**src/rtl/spi_slave.sv**
```systemverilog
// SPI responder: synchronizes SCLK/CS_n/MOSI into sysclk, all four CPOL/CPHA modes, N-bit words.
// Define SPI_SLAVE_LSB_FIRST_EN to shift LSB first; MSB first otherwise.
module spi_slave #(
  parameter int unsigned N = 8
) (
  input  logic         i_sysclk,
  input  logic         rst_n,
  input  logic         i_enable,
  input  logic         i_cpol,
  input  logic         i_cpha,
  input  logic         i_sclk,
  input  logic         i_cs_n,
  input  logic         i_mosi,
  output logic         o_miso,
  output logic         o_miso_oe,
  input  logic [N-1:0] i_tx_data,
  input  logic         i_tx_load,
  output logic         o_tx_ready,
  output logic [N-1:0] o_rx_data,
  output logic         o_rx_valid,
  input  logic         i_rx_ack,
  output logic         o_overrun,
  output logic         o_underrun,
  output logic         o_busy
);

  localparam int unsigned CntW = (N > 2) ? $clog2(N) : 1;
  localparam logic [CntW-1:0] CntMax = CntW'(N - 1);

  typedef enum logic [0:0] {StIdle, StActive} state_e;

  state_e          r_state;
  logic            r_busy;
  logic [CntW-1:0] r_cnt;
  logic [N-1:0]    r_rx_sr;
  logic [N-1:0]    r_tx_sr;
  logic [N-1:0]    r_tx_hold;
  logic            r_tx_full;
  logic            r_miso;
  logic [N-1:0]    r_rx_data;
  logic            r_rx_valid;
  logic            r_overrun;
  logic            r_underrun;
  logic            r_sample_p;
  logic            r_shift_p;

  logic r_sclk_s1, r_sclk_s2, r_sclk_s3;
  logic r_cs_s1, r_cs_s2, r_cs_s3;
  logic r_mosi_s1, r_mosi_s2, r_mosi_s3;

  // CS_n synchronizers reset low so a select held through reset is not mistaken for a new fall.
  always_ff @(posedge i_sysclk or negedge rst_n) begin
    if (!rst_n) begin
      {r_sclk_s3, r_sclk_s2, r_sclk_s1} <= 3'b000;
      {r_cs_s3, r_cs_s2, r_cs_s1}       <= 3'b000;
      {r_mosi_s3, r_mosi_s2, r_mosi_s1} <= 3'b000;
    end else begin
      {r_sclk_s3, r_sclk_s2, r_sclk_s1} <= {r_sclk_s2, r_sclk_s1, i_sclk};
      {r_cs_s3, r_cs_s2, r_cs_s1}       <= {r_cs_s2, r_cs_s1, i_cs_n};
      {r_mosi_s3, r_mosi_s2, r_mosi_s1} <= {r_mosi_s2, r_mosi_s1, i_mosi};
    end
  end

  logic w_sclk_rise, w_sclk_fall, w_lead, w_trail;
  logic w_sample_edge, w_shift_edge, w_cs_fall, w_word_done, w_start;

  assign w_sclk_rise   = r_sclk_s2 & ~r_sclk_s3;
  assign w_sclk_fall   = ~r_sclk_s2 & r_sclk_s3;
  assign w_lead        = i_cpol ? w_sclk_fall : w_sclk_rise;
  assign w_trail       = i_cpol ? w_sclk_rise : w_sclk_fall;
  assign w_sample_edge = i_cpha ? w_trail : w_lead;
  assign w_shift_edge  = i_cpha ? w_lead : w_trail;
  assign w_cs_fall     = r_cs_s3 & ~r_cs_s2;

  assign w_word_done = (r_state == StActive) && !r_cs_s2 && r_sample_p && (r_cnt == CntMax);
  assign w_start     = i_enable && (((r_state == StIdle) && w_cs_fall) || w_word_done);

  logic [N-1:0] w_load_word, w_load_rest, w_sr_rest, w_rx_next;
  logic         w_load_first, w_sr_first;

  assign w_load_word = r_tx_full ? r_tx_hold : '0;

`ifdef SPI_SLAVE_LSB_FIRST_EN
  assign w_load_first = w_load_word[0];
  assign w_load_rest  = w_load_word >> 1;
  assign w_sr_first   = r_tx_sr[0];
  assign w_sr_rest    = r_tx_sr >> 1;
  assign w_rx_next    = {r_mosi_s3, r_rx_sr[N-1:1]};
`else
  assign w_load_first = w_load_word[N-1];
  assign w_load_rest  = w_load_word << 1;
  assign w_sr_first   = r_tx_sr[N-1];
  assign w_sr_rest    = r_tx_sr << 1;
  assign w_rx_next    = {r_rx_sr[N-2:0], r_mosi_s3};
`endif

  always_ff @(posedge i_sysclk or negedge rst_n) begin
    if (!rst_n) begin
      r_state    <= StIdle;
      r_busy     <= 1'b0;
      r_cnt      <= '0;
      r_rx_sr    <= '0;
      r_tx_sr    <= '0;
      r_tx_hold  <= '0;
      r_tx_full  <= 1'b0;
      r_miso     <= 1'b0;
      r_rx_data  <= '0;
      r_rx_valid <= 1'b0;
      r_overrun  <= 1'b0;
      r_underrun <= 1'b0;
      r_sample_p <= 1'b0;
      r_shift_p  <= 1'b0;
    end else begin
      r_overrun  <= 1'b0;
      r_underrun <= 1'b0;
      r_sample_p <= w_sample_edge;
      r_shift_p  <= w_shift_edge;

      if (!i_enable) begin
        r_state    <= StIdle;
        r_busy     <= 1'b0;
        r_cnt      <= '0;
        r_rx_sr    <= '0;
        r_tx_sr    <= '0;
        r_miso     <= 1'b0;
        r_rx_data  <= '0;
        r_rx_valid <= 1'b0;
      end else begin
        if (i_rx_ack && r_rx_valid) r_rx_valid <= 1'b0;
        case (r_state)
          StIdle: begin
            if (w_cs_fall) begin
              r_state <= StActive;
              r_busy  <= 1'b1;
              r_cnt   <= '0;
              r_rx_sr <= '0;
            end
          end
          StActive: begin
            if (r_cs_s2) begin
              r_state <= StIdle;
              r_busy  <= 1'b0;
              r_cnt   <= '0;
              r_rx_sr <= '0;
              r_tx_sr <= '0;
              r_miso  <= 1'b0;
            end else begin
              if (r_sample_p) begin
                r_rx_sr <= w_rx_next;
                if (r_cnt == CntMax) begin
                  r_cnt      <= '0;
                  r_rx_data  <= w_rx_next;
                  r_rx_valid <= 1'b1;
                  r_overrun  <= r_rx_valid && !i_rx_ack;
                end else begin
                  r_cnt <= r_cnt + 1'b1;
                end
              end
              // CPHA=0: the shift edge right after a word boundary keeps the freshly presented bit.
              if (r_shift_p && (i_cpha || (r_cnt != '0))) begin
                r_miso  <= w_sr_first;
                r_tx_sr <= w_sr_rest;
              end
            end
          end
          default: r_state <= StIdle;
        endcase

        if (w_start) begin
          r_tx_sr    <= i_cpha ? w_load_word : w_load_rest;
          r_underrun <= !r_tx_full;
          r_tx_full  <= 1'b0;
          if (!i_cpha) r_miso <= w_load_first;
        end
      end

      // Placed last so a load coinciding with a word start still captures the new word.
      if (i_tx_load && !r_tx_full) begin
        r_tx_hold <= i_tx_data;
        r_tx_full <= 1'b1;
      end
    end
  end

  assign o_miso     = r_miso;
  assign o_miso_oe  = r_busy;
  assign o_busy     = r_busy;
  assign o_tx_ready = !r_tx_full;
  assign o_rx_data  = r_rx_data;
  assign o_rx_valid = r_rx_valid;
  assign o_overrun  = r_overrun;
  assign o_underrun = r_underrun;

endmodule
```
**config.mk**
```make
export PLATFORM = sky130hd
export DESIGN_NAME = spi_slave
export DESIGN_NICKNAME = d
export VERILOG_FILES = /design/src/rtl/spi_slave.sv
export SDC_FILE = /design/constraint.sdc
export NUM_CORES = 1
export LEC_CHECK = 0
export BUFFER_PORTS_ARGS = -buffer_cell sky130_fd_sc_hd__buf_2
export CORE_MARGIN = 2
export CORE_UTILIZATION = 45
export DETAILED_ROUTE_END_ITERATION = 10
export PLACE_DENSITY = 0.65
export SETUP_SLACK_MARGIN = 0.4
export SLEW_MARGIN = 10
export SYNTH_ARGS = -nofsm -noshare
export SYNTH_HDL_FRONTEND = slang
export SYNTH_SLANG_ARGS = --single-unit
```
**constraint.sdc**
```tcl
create_clock -name i_sysclk -period 2.01 [get_ports i_sysclk]
set_input_delay 0.1005 -clock i_sysclk [delete_from_list [all_inputs] [get_ports i_sysclk]]
set_output_delay 0.1005 -clock i_sysclk [all_outputs]
set_load 0.01 [all_outputs]
```
==> impl_metrics.py <==
metrics = {
    "power_and_ir_drop": {
        "leakagePower_uw": 0.00131,
        "vdd_drop_max_mv": 0.774,
        "pwr_density_cell_nw_per_um2": 852,
    },
    "sta": {
        "fin_crit_sh_pct": 91.0,
        "relSlewSlack_pct": 59.3,
        "setup_viol": 0,
        "slew_viol_final": 0,
        "setup_tns_ps": 0,
        "hold_violations": 0,
        "clock_skew_ps": 5.34,
        "max_freq_mhz": 547,
        "post-route-min-period_ps": 1830,
        "worstMarginPinSlew_ps": 611,
        "rsz0062_at_grt": "yes",
        "whs_ps": 27.9,
    },
    "yosys": {
        "ys_ff_latch": 52,
        "yosysWarnings": 0,
        "yosysMostFrequentCell": "dfrtp_1",
        "synth.top_cell.area_share_pct": 56.3,
        "syn_area_per_cell_um2": 11.2,
        "syn_nets": 227,
        "synth_top_area_cell": "dfrtp_1",
        "synth.top_cells.by_count": "52 x dfrtp_1, 24 x nand2_1, 16 x a21oi_1",
        "ys_types": 32,
        "ys_seq_area_share_pct": 56.3,
        "async_reset_ff_share_pct": 100,
        "synth_cells": 206,
        "synth_ff_type": "dfrtp_1",
        "synth_area_um2": 2310,
        "synth_enable_flop_cells": 0,
        "synth_area_leaders": "dfrtp_1 56%, mux2_2 5.4%, mux2i_1 3.9%",
    },
    "cts": {
        "clk_path_buf_depth": 2,
        "cts_tree": "yes",
        "h-tree-depth": 2,
        "clock_sinks": 52,
        "root_buffer": "clkbuf_8",
        "tritoncts.num_buffers": 5,
        "insertion_delay_ps": 300,
        "clkTransAtPathRegs_ps": 90,
    },
    "drt": {
        "first_pass_iters": 5,
        "viasPerCell": 5.22,
        "wl_per_cell_um": 14.0,
        "first_iter_violations": 125,
        "totalWireLength_um": 4500,
        "route.antenna.remaining_nets": 0,
        "drc": 0,
        "route.vias.total": 1676,
    },
    "global_route": {
        "antenna_found_initial": 0,
        "track_usage_pct": 16.5,
        "grt_pass1_vias": 1553,
        "grt_pass1_wl_um": 7090,
        "grt_max_degree": 28,
        "grt-ovfl-total": 0,
    },
    "floorplanning": {
        "core_um2": 5040,
        "start_util_pct": 45.8,
        "chipWidth_um": 75.6,
        "die_h_um": 75.6,
        "rows": 26,
        "ioPinCount": 33,
        "die_area_um2": 5720,
    },
    "setup_path": {
        "cp.arrival_ps": 2020,
        "critPathMaxFanout": 4,
        "cp-end-kind": "flip-flop",
        "crit_path_start_kind": "flip-flop",
        "crit_required_ps": 2200,
        "worstSetupPathType": "reg2reg",
    },
    "cells_and_area": {
        "syn2layout_area_growth_pct": 22.2,
        "nets": 271,
        "drive_above_1_share_pct": 32.7,
        "antenna_cells": 0,
    },
    "status": {
        "outcome": "completed",
    },
    "worst_hold_path": {
        "hp-class": "in2reg",
    },
    "placed_design": {
        "dp_hpwl_um": 2960,
        "routabilityCongestion": 0.798,
        "port_buffers": 32,
    },
    "job": {
        "drv_cap": 0,
    },
}
-- state kept, by name, indices dropped and copies added (netlist names), 3 cells and up --
signal / flops
r_cnt: 3
o_rx_data: 8
r_rx_sr: 7
r_tx_sr: 8
r_tx_hold: 8
-- routing by layer --
| metal | vias up | routed length [um] | global-route usage, % |
|---|---|---|---|
| li1 | 806 | - | - |
| met4 | 0 | 81 | 6.63 |
| met1 | 797 | 2050 | 22.2 |
| met2 | 65 | 2080 | 25.7 |
| met5 | - | 0 | 0 |
| met3 | 8 | 282 | 4.23 |
-- layout by cell type, fill, tap and decap left out, drive strengths merged --
master	count
or3b	1
o21ai	7
ha	3
dfrtp	52
and3	3
clkbuf	6
nor3	2
nor3b	1
and2	1
a22o	9
o211a	1
a21o	1
o21a	2
nand2	24
o2bb2ai	1
clkinv	1
mux2i	9
bufinv	1
a31oi	9
inv	5
nor2b	5
mux2	14
a2bb2oi	1
xor2	1
a211oi	2
nor2	8
nand2b	9
buf	46
nand3	5
a21oi	17
dlygate4sd3	4
-- path summary, 6_finish.rpt --
| path | slack, ps | to | startpoint | depth (start not counted) |
|---|---|---|---|---|
| setup / recovery | 180 | r_tx_sr[6] | r_cnt[0] | 6 |
| hold / removal | 30 | r_tx_hold[3] | i_tx_data[3] | 2 |
| setup reg to reg | 180 | r_tx_sr[6] | r_cnt[0] | 6 |
| hold reg to reg | 350 | r_mosi_s3 | r_mosi_s2 | 0 |
| max in group asynchronous | 1130 | r_cnt[2] | rst_n | 3 |
| min in group asynchronous | 340 | r_tx_sr[2] | rst_n | 2 |
-- where the power goes --
| group | switching, uW | internal (uW) | leakage (uW) | total (uW) |
|---|---|---|---|---|
| sequential | 117 | 1170 | 0.000678 | 1290 |
| combinational | 193 | 232 | 0.000577 | 425 |
| clock | 323 | 370 | 0.0000552 | 693 |
| total | 634 | 1770 | 0.00131 | 2400 |
-- cell type report --
| class | instances | area, um^2 |
|---|---|---|
| Clock buffer | 6 | 72.6 |
| Clock inverter | 2 | 35.0 |
| Fill cell | 439 | 2220 |
| Inverter | 5 | 18.8 |
| Multi-Input combinational cell | 136 | 981 |
| Sequential cell | 52 | 1300 |
| Tap cell | 70 | 87.6 |
| Timing Repair Buffer | 50 | 325 |
-- worst max-delay path, stage by stage (launching register included) --
cell	delay, ps
dfrtp_1	430
inv_2	100
ha_4	120
or3b_4	400
a21oi_2	150
o211a_4	220
mux2_4	300
-- kinds of logic after synthesis --
kind of cell | count (synthesis) | share of synthesized area (%)
flip-flops | 52 | 56.3
buffers and inverters | 18 | 3.63
adder cells (fa/ha/maj) | 3 | 1.63
AND/OR/NAND/NOR | 59 | 12.3
XOR/XNOR | 1 | 0.379
multiplexers | 23 | 11.2
AO/OA/AOI/OAI | 50 | 14.5
-- through the flow --
step / util, % / instance area (um^2) / cells / power [uW] / setup WS [ps]
5_1_grt: 56.0 / 2820 / 321 / 2540 / 144
3_3_place_gp: 50.6 / 2550 / 301 / 1690 / 149
2_1_floorplan: - / 2320 / 206 / 1570 / 210
4_1_cts: 54.5 / 2750 / 317 / 2410 / 224
3_5_place_dp: 50.6 / 2550 / 301 / 1700 / 97.4
6_report: 56.0 / 2820 / 321 / 2400 / 180
-- what timing repair did --
action | 4_1_cts | 5_1_grt
pin swaps | 3 | 6
setup buffers | 4 | 3
hold endpoints to repair | 29 | 0
endpoints found under the setup margin | 9 | 22
hold buffers | 4 | 0
resized for setup | 6 | 13
cloned | 0 | 1
(Power assumes the default switching activity.)
